[config.mk]
export PLATFORM = sky130hd
export DESIGN_NAME = focus_peak_tracker_flat
export DESIGN_NICKNAME = d
export VERILOG_FILES = /design/src/rtl/focus_peak_tracker_if.sv /design/src/rtl/focus_peak_tracker.sv /design/src/flat_wrapper.sv
export SDC_FILE = /design/constraint.sdc
export NUM_CORES = 1
export LEC_CHECK = 0
export CAP_MARGIN = 10
export CORE_UTILIZATION = 39
export CTS_CLUSTER_DIAMETER = 100
export DETAILED_ROUTE_END_ITERATION = 7
export SETUP_SLACK_MARGIN = 0.02
export SLEW_MARGIN = 40
export SYNTH_ARGS = -nofsm -noshare
export SYNTH_HDL_FRONTEND = slang
export SYNTH_SLANG_ARGS = --single-unit
[constraint.sdc]
create_clock -name clk_i -period 4.7 [get_ports clk_i]
set_input_delay 0.94 -clock clk_i [delete_from_list [all_inputs] [get_ports clk_i]]
set_output_delay 0.94 -clock clk_i [all_outputs]
set_load 0.03 [all_outputs]
[src/rtl/focus_peak_tracker_if.sv]
// Pixel-stream inputs, stepper context and focus results of the focus peak tracker.
// The sensor/stepper side is the master; the tracker is the slave.
interface focus_peak_tracker_if;
   logic        clr;
   logic        fval;
   logic        lval;
   logic [7:0]  y;
   logic [10:0] step;
   logic        v_c;
   logic [31:0] focus_val;
   logic [31:0] peak_val;
   logic [9:0]  step_up;
   logic [10:0] step_best;
   logic        frame_done;

   modport master (
      output clr, fval, lval, y, step, v_c,
      input  focus_val, peak_val, step_up, step_best, frame_done
   );

   modport slave (
      input  clr, fval, lval, y, step, v_c,
      output focus_val, peak_val, step_up, step_best, frame_done
   );
endinterface

[src/rtl/focus_peak_tracker.sv]
// Per-frame windowed sum of thresholded horizontal luma gradients.
// Also tracks the lens step that produced the sharpest frame.
//
// state    | meaning
// S_IDLE   | waiting for FVAL rising edge; step latched and accumulator cleared on entry
// S_ACTIVE | accumulating gradient contributions; leaves when FVAL is sampled low
// S_UPDATE | one cycle: publish the frame sum, update peaks, pulse frame_done
module focus_peak_tracker #(
   parameter logic [10:0] X_START = 11'd320,
   parameter logic [10:0] X_END   = 11'd959,
   parameter logic [10:0] Y_START = 11'd180,
   parameter logic [10:0] Y_END   = 11'd539,
   parameter logic [7:0]  THRESH  = 8'd8
) (
   input logic           clk_i,
   input logic           rst_n_i,
   focus_peak_tracker_if.slave bus
);

   typedef enum logic [1:0] {S_IDLE, S_ACTIVE, S_UPDATE} state_t;

   state_t      state_q;
   logic        fval_q;
   logic        lval_q;
   logic [10:0] x_q;
   logic [10:0] y_q;
   logic [7:0]  y_prev_q;
   logic [10:0] step_lat_q;
   logic [7:0]  contrib_q;
   logic [31:0] acc_q;
   logic [31:0] coarse_q;
   logic [31:0] focus_q;
   logic [31:0] peak_q;
   logic [9:0]  step_up_q;
   logic [10:0] step_best_q;
   logic        done_q;

   logic        pix_vld;
   logic        lval_fall;
   logic [7:0]  diff;
   logic [7:0]  grad;
   logic        in_win;
   logic [7:0]  contrib_d;
   logic [32:0] acc_sum;
   logic [31:0] acc_d;
   logic [9:0]  step_sat;

   always_comb begin
      pix_vld   = (state_q == S_ACTIVE) && bus.fval && bus.lval;
      lval_fall = lval_q && !bus.lval;
      diff      = (bus.y >= y_prev_q) ? (bus.y - y_prev_q) : (y_prev_q - bus.y);
      grad      = (x_q == 11'd0) ? 8'd0 : diff;
      in_win    = (x_q >= X_START) && (x_q <= X_END) && (y_q >= Y_START) && (y_q <= Y_END);
      contrib_d = (pix_vld && in_win && (grad > THRESH)) ? grad : 8'd0;
      acc_sum   = {1'b0, acc_q} + {25'd0, contrib_q};
      acc_d     = acc_sum[32] ? 32'hFFFF_FFFF : acc_sum[31:0];
      step_sat  = (step_lat_q > 11'd1023) ? 10'd1023 : step_lat_q[9:0];
   end

   // fval_q resets high so a frame already in progress at reset release is not taken as a rise
   always_ff @(posedge clk_i or negedge rst_n_i) begin
      if (!rst_n_i) begin
         state_q     <= S_IDLE;
         fval_q      <= 1'b1;
         lval_q      <= 1'b0;
         x_q         <= 11'd0;
         y_q         <= 11'd0;
         y_prev_q    <= 8'd0;
         step_lat_q  <= 11'd0;
         contrib_q   <= 8'd0;
         acc_q       <= 32'd0;
         coarse_q    <= 32'd0;
         focus_q     <= 32'd0;
         peak_q      <= 32'd0;
         step_up_q   <= 10'd0;
         step_best_q <= 11'd0;
         done_q      <= 1'b0;
      end else begin
         fval_q <= bus.fval;
         lval_q <= bus.lval;
         done_q <= 1'b0;
         if (bus.clr) begin
            state_q     <= S_IDLE;
            contrib_q   <= 8'd0;
            coarse_q    <= 32'd0;
            peak_q      <= 32'd0;
            step_up_q   <= 10'd0;
            step_best_q <= 11'd0;
         end else begin
            case (state_q)
               S_IDLE: begin
                  if (bus.fval && !fval_q) begin
                     state_q    <= S_ACTIVE;
                     step_lat_q <= bus.step;
                     acc_q      <= 32'd0;
                     contrib_q  <= 8'd0;
                     x_q        <= 11'd0;
                     y_q        <= 11'd0;
                  end
               end
               S_ACTIVE: begin
                  contrib_q <= contrib_d;
                  acc_q     <= acc_d;
                  if (pix_vld) begin
                     y_prev_q <= bus.y;
                     if (x_q != 11'h7FF) x_q <= x_q + 11'd1;
                  end
                  if (lval_fall) begin
                     x_q <= 11'd0;
                     if (y_q != 11'h7FF) y_q <= y_q + 11'd1;
                  end
                  if (!bus.fval) state_q <= S_UPDATE;
               end
               S_UPDATE: begin
                  state_q <= S_IDLE;
                  focus_q <= acc_q;
                  done_q  <= 1'b1;
                  if (acc_q > peak_q) begin
                     peak_q      <= acc_q;
                     step_best_q <= step_lat_q;
                  end
                  if (!bus.v_c && (acc_q > coarse_q)) begin
                     coarse_q  <= acc_q;
                     step_up_q <= step_sat;
                  end
               end
               default: state_q <= S_IDLE;
            endcase
         end
      end
   end

   assign bus.focus_val  = focus_q;
   assign bus.peak_val   = peak_q;
   assign bus.step_up    = step_up_q;
   assign bus.step_best  = step_best_q;
   assign bus.frame_done = done_q;

endmodule

[src/flat_wrapper.sv]
// flat-port wrapper written by rule: the top's interface ports become plain ports
module focus_peak_tracker_flat 
#(
   parameter logic [10:0] X_START = 11'd320,
   parameter logic [10:0] X_END   = 11'd959,
   parameter logic [10:0] Y_START = 11'd180,
   parameter logic [10:0] Y_END   = 11'd539,
   parameter logic [7:0]  THRESH  = 8'd8
)
  (clk_i, rst_n_i, bus_clr, bus_fval, bus_lval, bus_y, bus_step, bus_v_c, bus_focus_val, bus_peak_val, bus_step_up, bus_step_best, bus_frame_done);
  focus_peak_tracker_if bus_i ();
  input logic clk_i;
  input logic rst_n_i;
  input wire logic [$bits(bus_i.clr)-1:0] bus_clr;
  input wire logic [$bits(bus_i.fval)-1:0] bus_fval;
  input wire logic [$bits(bus_i.lval)-1:0] bus_lval;
  input wire logic [$bits(bus_i.y)-1:0] bus_y;
  input wire logic [$bits(bus_i.step)-1:0] bus_step;
  input wire logic [$bits(bus_i.v_c)-1:0] bus_v_c;
  output wire logic [$bits(bus_i.focus_val)-1:0] bus_focus_val;
  output wire logic [$bits(bus_i.peak_val)-1:0] bus_peak_val;
  output wire logic [$bits(bus_i.step_up)-1:0] bus_step_up;
  output wire logic [$bits(bus_i.step_best)-1:0] bus_step_best;
  output wire logic [$bits(bus_i.frame_done)-1:0] bus_frame_done;
  assign bus_i.clr = bus_clr;
  assign bus_i.fval = bus_fval;
  assign bus_i.lval = bus_lval;
  assign bus_i.y = bus_y;
  assign bus_i.step = bus_step;
  assign bus_i.v_c = bus_v_c;
  assign bus_focus_val = bus_i.focus_val;
  assign bus_peak_val = bus_i.peak_val;
  assign bus_step_up = bus_i.step_up;
  assign bus_step_best = bus_i.step_best;
  assign bus_frame_done = bus_i.frame_done;
  focus_peak_tracker #(.X_START(X_START), .X_END(X_END), .Y_START(Y_START), .Y_END(Y_END), .THRESH(THRESH)) u_core (.clk_i(clk_i), .rst_n_i(rst_n_i), .bus(bus_i));
endmodule
==> reports/results.tsv <==
stage	metric	value	unit
sta	fin_tns_setup	0	ns
synth	synth_compound_area_frac	0.144	
route	ant_nets	0	
placement	io_buffers	110	
finish	final_common_cell	dfrtp_1	
clocking	clkTransAtPathRegs	0.06	ns
setup_path	reg2reg_depth	9	
sta	finalCritPeriodShare	0.763	
synth	synth_top_family_by_area	simple AND/OR/NAND/NOR gates	
floorplan	coreArea	0.0296	mm²
placement	gp_congestion	0.819	
setup_path	cp-endpoint	u_core.contrib_q[3]$_DFFE_PN0P_	
floorplan	fp-row-count	63	
synth	synth_mux_area_frac	0.0855	
synth	syn_area	0.0118	mm²
sta	rsz0062_at_grt	false	
setup_path	path_class	in2reg	
floorplan	start_util	0.397	
sta	maxSlewHeadroom	0.520	
global_routing	grt_pass1_vias	9324	
route	wl_per_cell	16.9	µm
outcome	status	complete, no violations	
setup_path	rr_endpoint	u_core.bus.peak_val[31]$_DFFE_PN0P_	
global_routing	grt_pass1_wl	49.0	mm
global_routing	grt_overflow_total	0	
clocking	clockBufferDepth	3	
setup_path	path_depth	13	
pwr	power_leakage	0.00651	µW
setup_path	crit_chain	clkdlybuf4s50_1 -> inv_1 -> ha_1 -> inv_1 -> fa_1 -> a21o_1 -> a2111oi_4 -> o21ai_1 -> mux2_1 -> a31oi_1 -> and4_1 -> a41oi_1 -> a22o_1	
route	routed_wl	29.3	mm
sta	period_needed	3.58	ns
clocking	cts_hold_buf	0	
route	first_pass_iters	4	
synth	synth-simple-area-share	0.164	
synth	synth_top_area_cell	dfrtp_1	
finish	antenna_cells	0	
finish	drive_above_1_share	0.0966	
synth	ys_warn_count	0	
synth	synth_adder_area_share	0.102	
setup_path	end_kind	flip-flop	
global_routing	antenna_found_initial	0	
setup_path	cp_top_family	compound AO/OA/AOI/OAI gates	
setup_path	crit_buf_inv	3	
clocking	cts_root_buffer	clkbuf_16	
setup_path	worstPathRequired	5.11	ns
pwr	p_total	4280	µW
synth	synth-xor-area-share	0.0178	
clocking	h-tree-depth	1	
sta	setup_viol	0	
clocking	insertion_delay	0.52	ns
clocking	ctsResizeCount	0	
global_routing	grt_max_degree	93	
route	via_per_inst	5.36	
floorplan	top_level_ports	111	
finish	area_growth	19.4	%
floorplan	die_area	0.0309	mm²
route	vias	9307	
synth	synth.top_cell.area_share	0.429	
setup_path	slowest_delay	0.44	ns
sta	slew_viol_final	0	
setup_path	reg2reg_setup_slack	1.27	ns
floorplan	die_w	176	µm
clocking	numCtsBuffers	25	
sta	skew	0.0122	ns
synth	syn-num-nets	1356	
clocking	postCtsSetupBuffers	0	
job	maxCapViolCount	0	
placement	hpwlAfterDp	19.9	mm
synth	synthArstFlopShare	1.00	
synth	synthCells	1237	
setup_path	cpMaxStageDelayCell	a2111oi_4	
sta	worst_pin_slew	0.720	ns
setup_path	crit_top_cell	inv_1	
global_routing	grtUsageTotal	0.195	
synth	synthTopCellsByArea	dfrtp_1 43%, ha_1 9.7%, nand2_1 4.9%	
finish	layout_common_cells	202 x dfrtp_1, 155 x nand2_1, 108 x clkdlybuf4s50_1	
synth	synth_edf_count	0	
setup_path	startpoint	bus_y[0]	
sta	final_hold_viol_count	0	
finish	fillerInstances	2844	
finish	nets	1450	
setup_path	regToRegStartpoint	u_core.acc_q[24]$_DFFE_PN0P_	
sta	fmax	0.279	GHz
floorplan	die_y	176	µm
route	drt_iter0_markers	573	
clocking	clock-sinks	203	
setup_path	worstPathArrival	3.99	ns
synth	ys_types	73	
synth	synth_seq_area_share	0.431	
setup_path	path_max_fanout	2	
synth	ys_seq_elements	203	
synth	synth.avg_cell_area	9.52	µm²
pwr	powerDensity	305	mW/mm²
route	drc	0	
pwr	ir_worst_vdd	0.286	mV
setup_path	cp-start-kind	input pin	
clocking	cts_tree	built	
worst_hold_path	hp-class	in2async	
synth	ys.flop_type	dfrtp_1	
## cell families after synthesis
logic type / Yosys count
buf+inv: 162
fa+ha+maj: 94
simple gates: 392
flops: 203
mux: 95
compound gates: 267
xor+xnor: 24
## state kept, by name (all words and copies together) (netlist names)
register,cells
u_core.acc_q,32
u_core.bus.focus_val,32
u_core.bus.peak_val,32
u_core.coarse_q,32
u_core.bus.step_best,11
u_core.step_lat_q,11
u_core.x_q,11
u_core.y_q,11
u_core.bus.step_up,10
u_core.contrib_q,8
u_core.y_prev_q,8
u_core.state_q,2
u_core.bus.frame_done,1
u_core.fval_q,1
u_core.lval_q,1
## per-layer routing
layer / vias to the layer above / track usage / part of all wire
met5: - / 0 / 0
met3: 44 / 0.0294 / 0.049
li1: 4563 / - / -
met2: 175 / 0.324 / 0.47
met4: 0 / 0.0496 / 0.022
met1: 4525 / 0.264 / 0.46
## stage by stage
stage,setup slack (ns),utilization,std cells,hold slack [ns],instance area [µm²]
after floorplan,1.28,-,1237,0.454,11800
after global placement,0.611,0.447,1692,0.490,13300
after detailed placement,0.576,0.450,1694,0.496,13300
after CTS,1.12,0.475,1736,0.508,14100
after global routing,0.906,0.475,1736,0.497,14100
final,1.12,0.475,1736,0.431,14100
## cell usage after synthesis, types with 3 or more instances
| cell type | count |
|---|---|
| and2_1 | 5 |
| o21ai_0 | 89 |
| o211a_1 | 3 |
| xor2_1 | 19 |
| dfrtp_1 | 202 |
| buf_6 | 4 |
| clkbuf_1 | 47 |
| nand4_1 | 32 |
| nor2b_1 | 8 |
| a41oi_1 | 5 |
| o211ai_1 | 4 |
| buf_2 | 7 |
| inv_1 | 98 |
| a21oi_1 | 70 |
| o21bai_1 | 6 |
| a22o_1 | 6 |
| xnor2_1 | 5 |
| nor4_1 | 6 |
| o21ai_1 | 4 |
| nand2_1 | 155 |
| fa_1 | 3 |
| buf_4 | 3 |
| or3_1 | 10 |
| or4_1 | 6 |
| nor3_1 | 15 |
| and3_1 | 9 |
| a211oi_1 | 14 |
| mux2i_1 | 50 |
| a21o_1 | 27 |
| or2_2 | 3 |
| mux2_2 | 44 |
| ha_1 | 91 |
| nand2b_1 | 8 |
| nand3_1 | 60 |
| a31oi_1 | 11 |
| nor2_1 | 52 |
| o21a_1 | 3 |
| and4_1 | 6 |
| o2111ai_1 | 3 |
## where the power goes
part           total, µW  switching [µW]  internal, µW
sequential          1880            64.9          1820
clock               1770             739          1030
combinational        629             370           259
## layout make-up
class | count | area (µm²) | share of cell area
multi-input cells | 872 | 6080 | 0.432
flip-flops and latches | 203 | 5080 | 0.361
repair buffers | 130 | 1310 | 0.0929
clock buffers | 35 | 703 | 0.0500
well taps | 390 | 488 | 0.0347
inverters | 99 | 372 | 0.0264
clock inverters | 7 | 38.8 | 0.00276
## worst min path at each step
stage / startpoint / to / slack [ns] / depth (start not counted)
6_report: rst_n_i / u_core.bus.focus_val[27]$_DFFE_PN0P_ / 0.43 / 1
5_1_grt: rst_n_i / u_core.bus.focus_val[29]$_DFFE_PN0P_ / 0.50 / 1
4_1_cts: u_core.bus.focus_val[21]$_DFFE_PN0P_ / u_core.bus.focus_val[21]$_DFFE_PN0P_ / 0.51 / 1
3_5_place_dp: u_core.bus.focus_val[21]$_DFFE_PN0P_ / u_core.bus.focus_val[21]$_DFFE_PN0P_ / 0.50 / 1
3_3_place_gp: u_core.y_prev_q[7]$_DFFE_PN0P_ / u_core.y_prev_q[7]$_DFFE_PN0P_ / 0.49 / 1
2_1_floorplan: u_core.contrib_q[4]$_DFFE_PN0P_ / u_core.contrib_q[4]$_DFFE_PN0P_ / 0.45 / 2
Note: power is estimated with default switching activity, not from simulation.
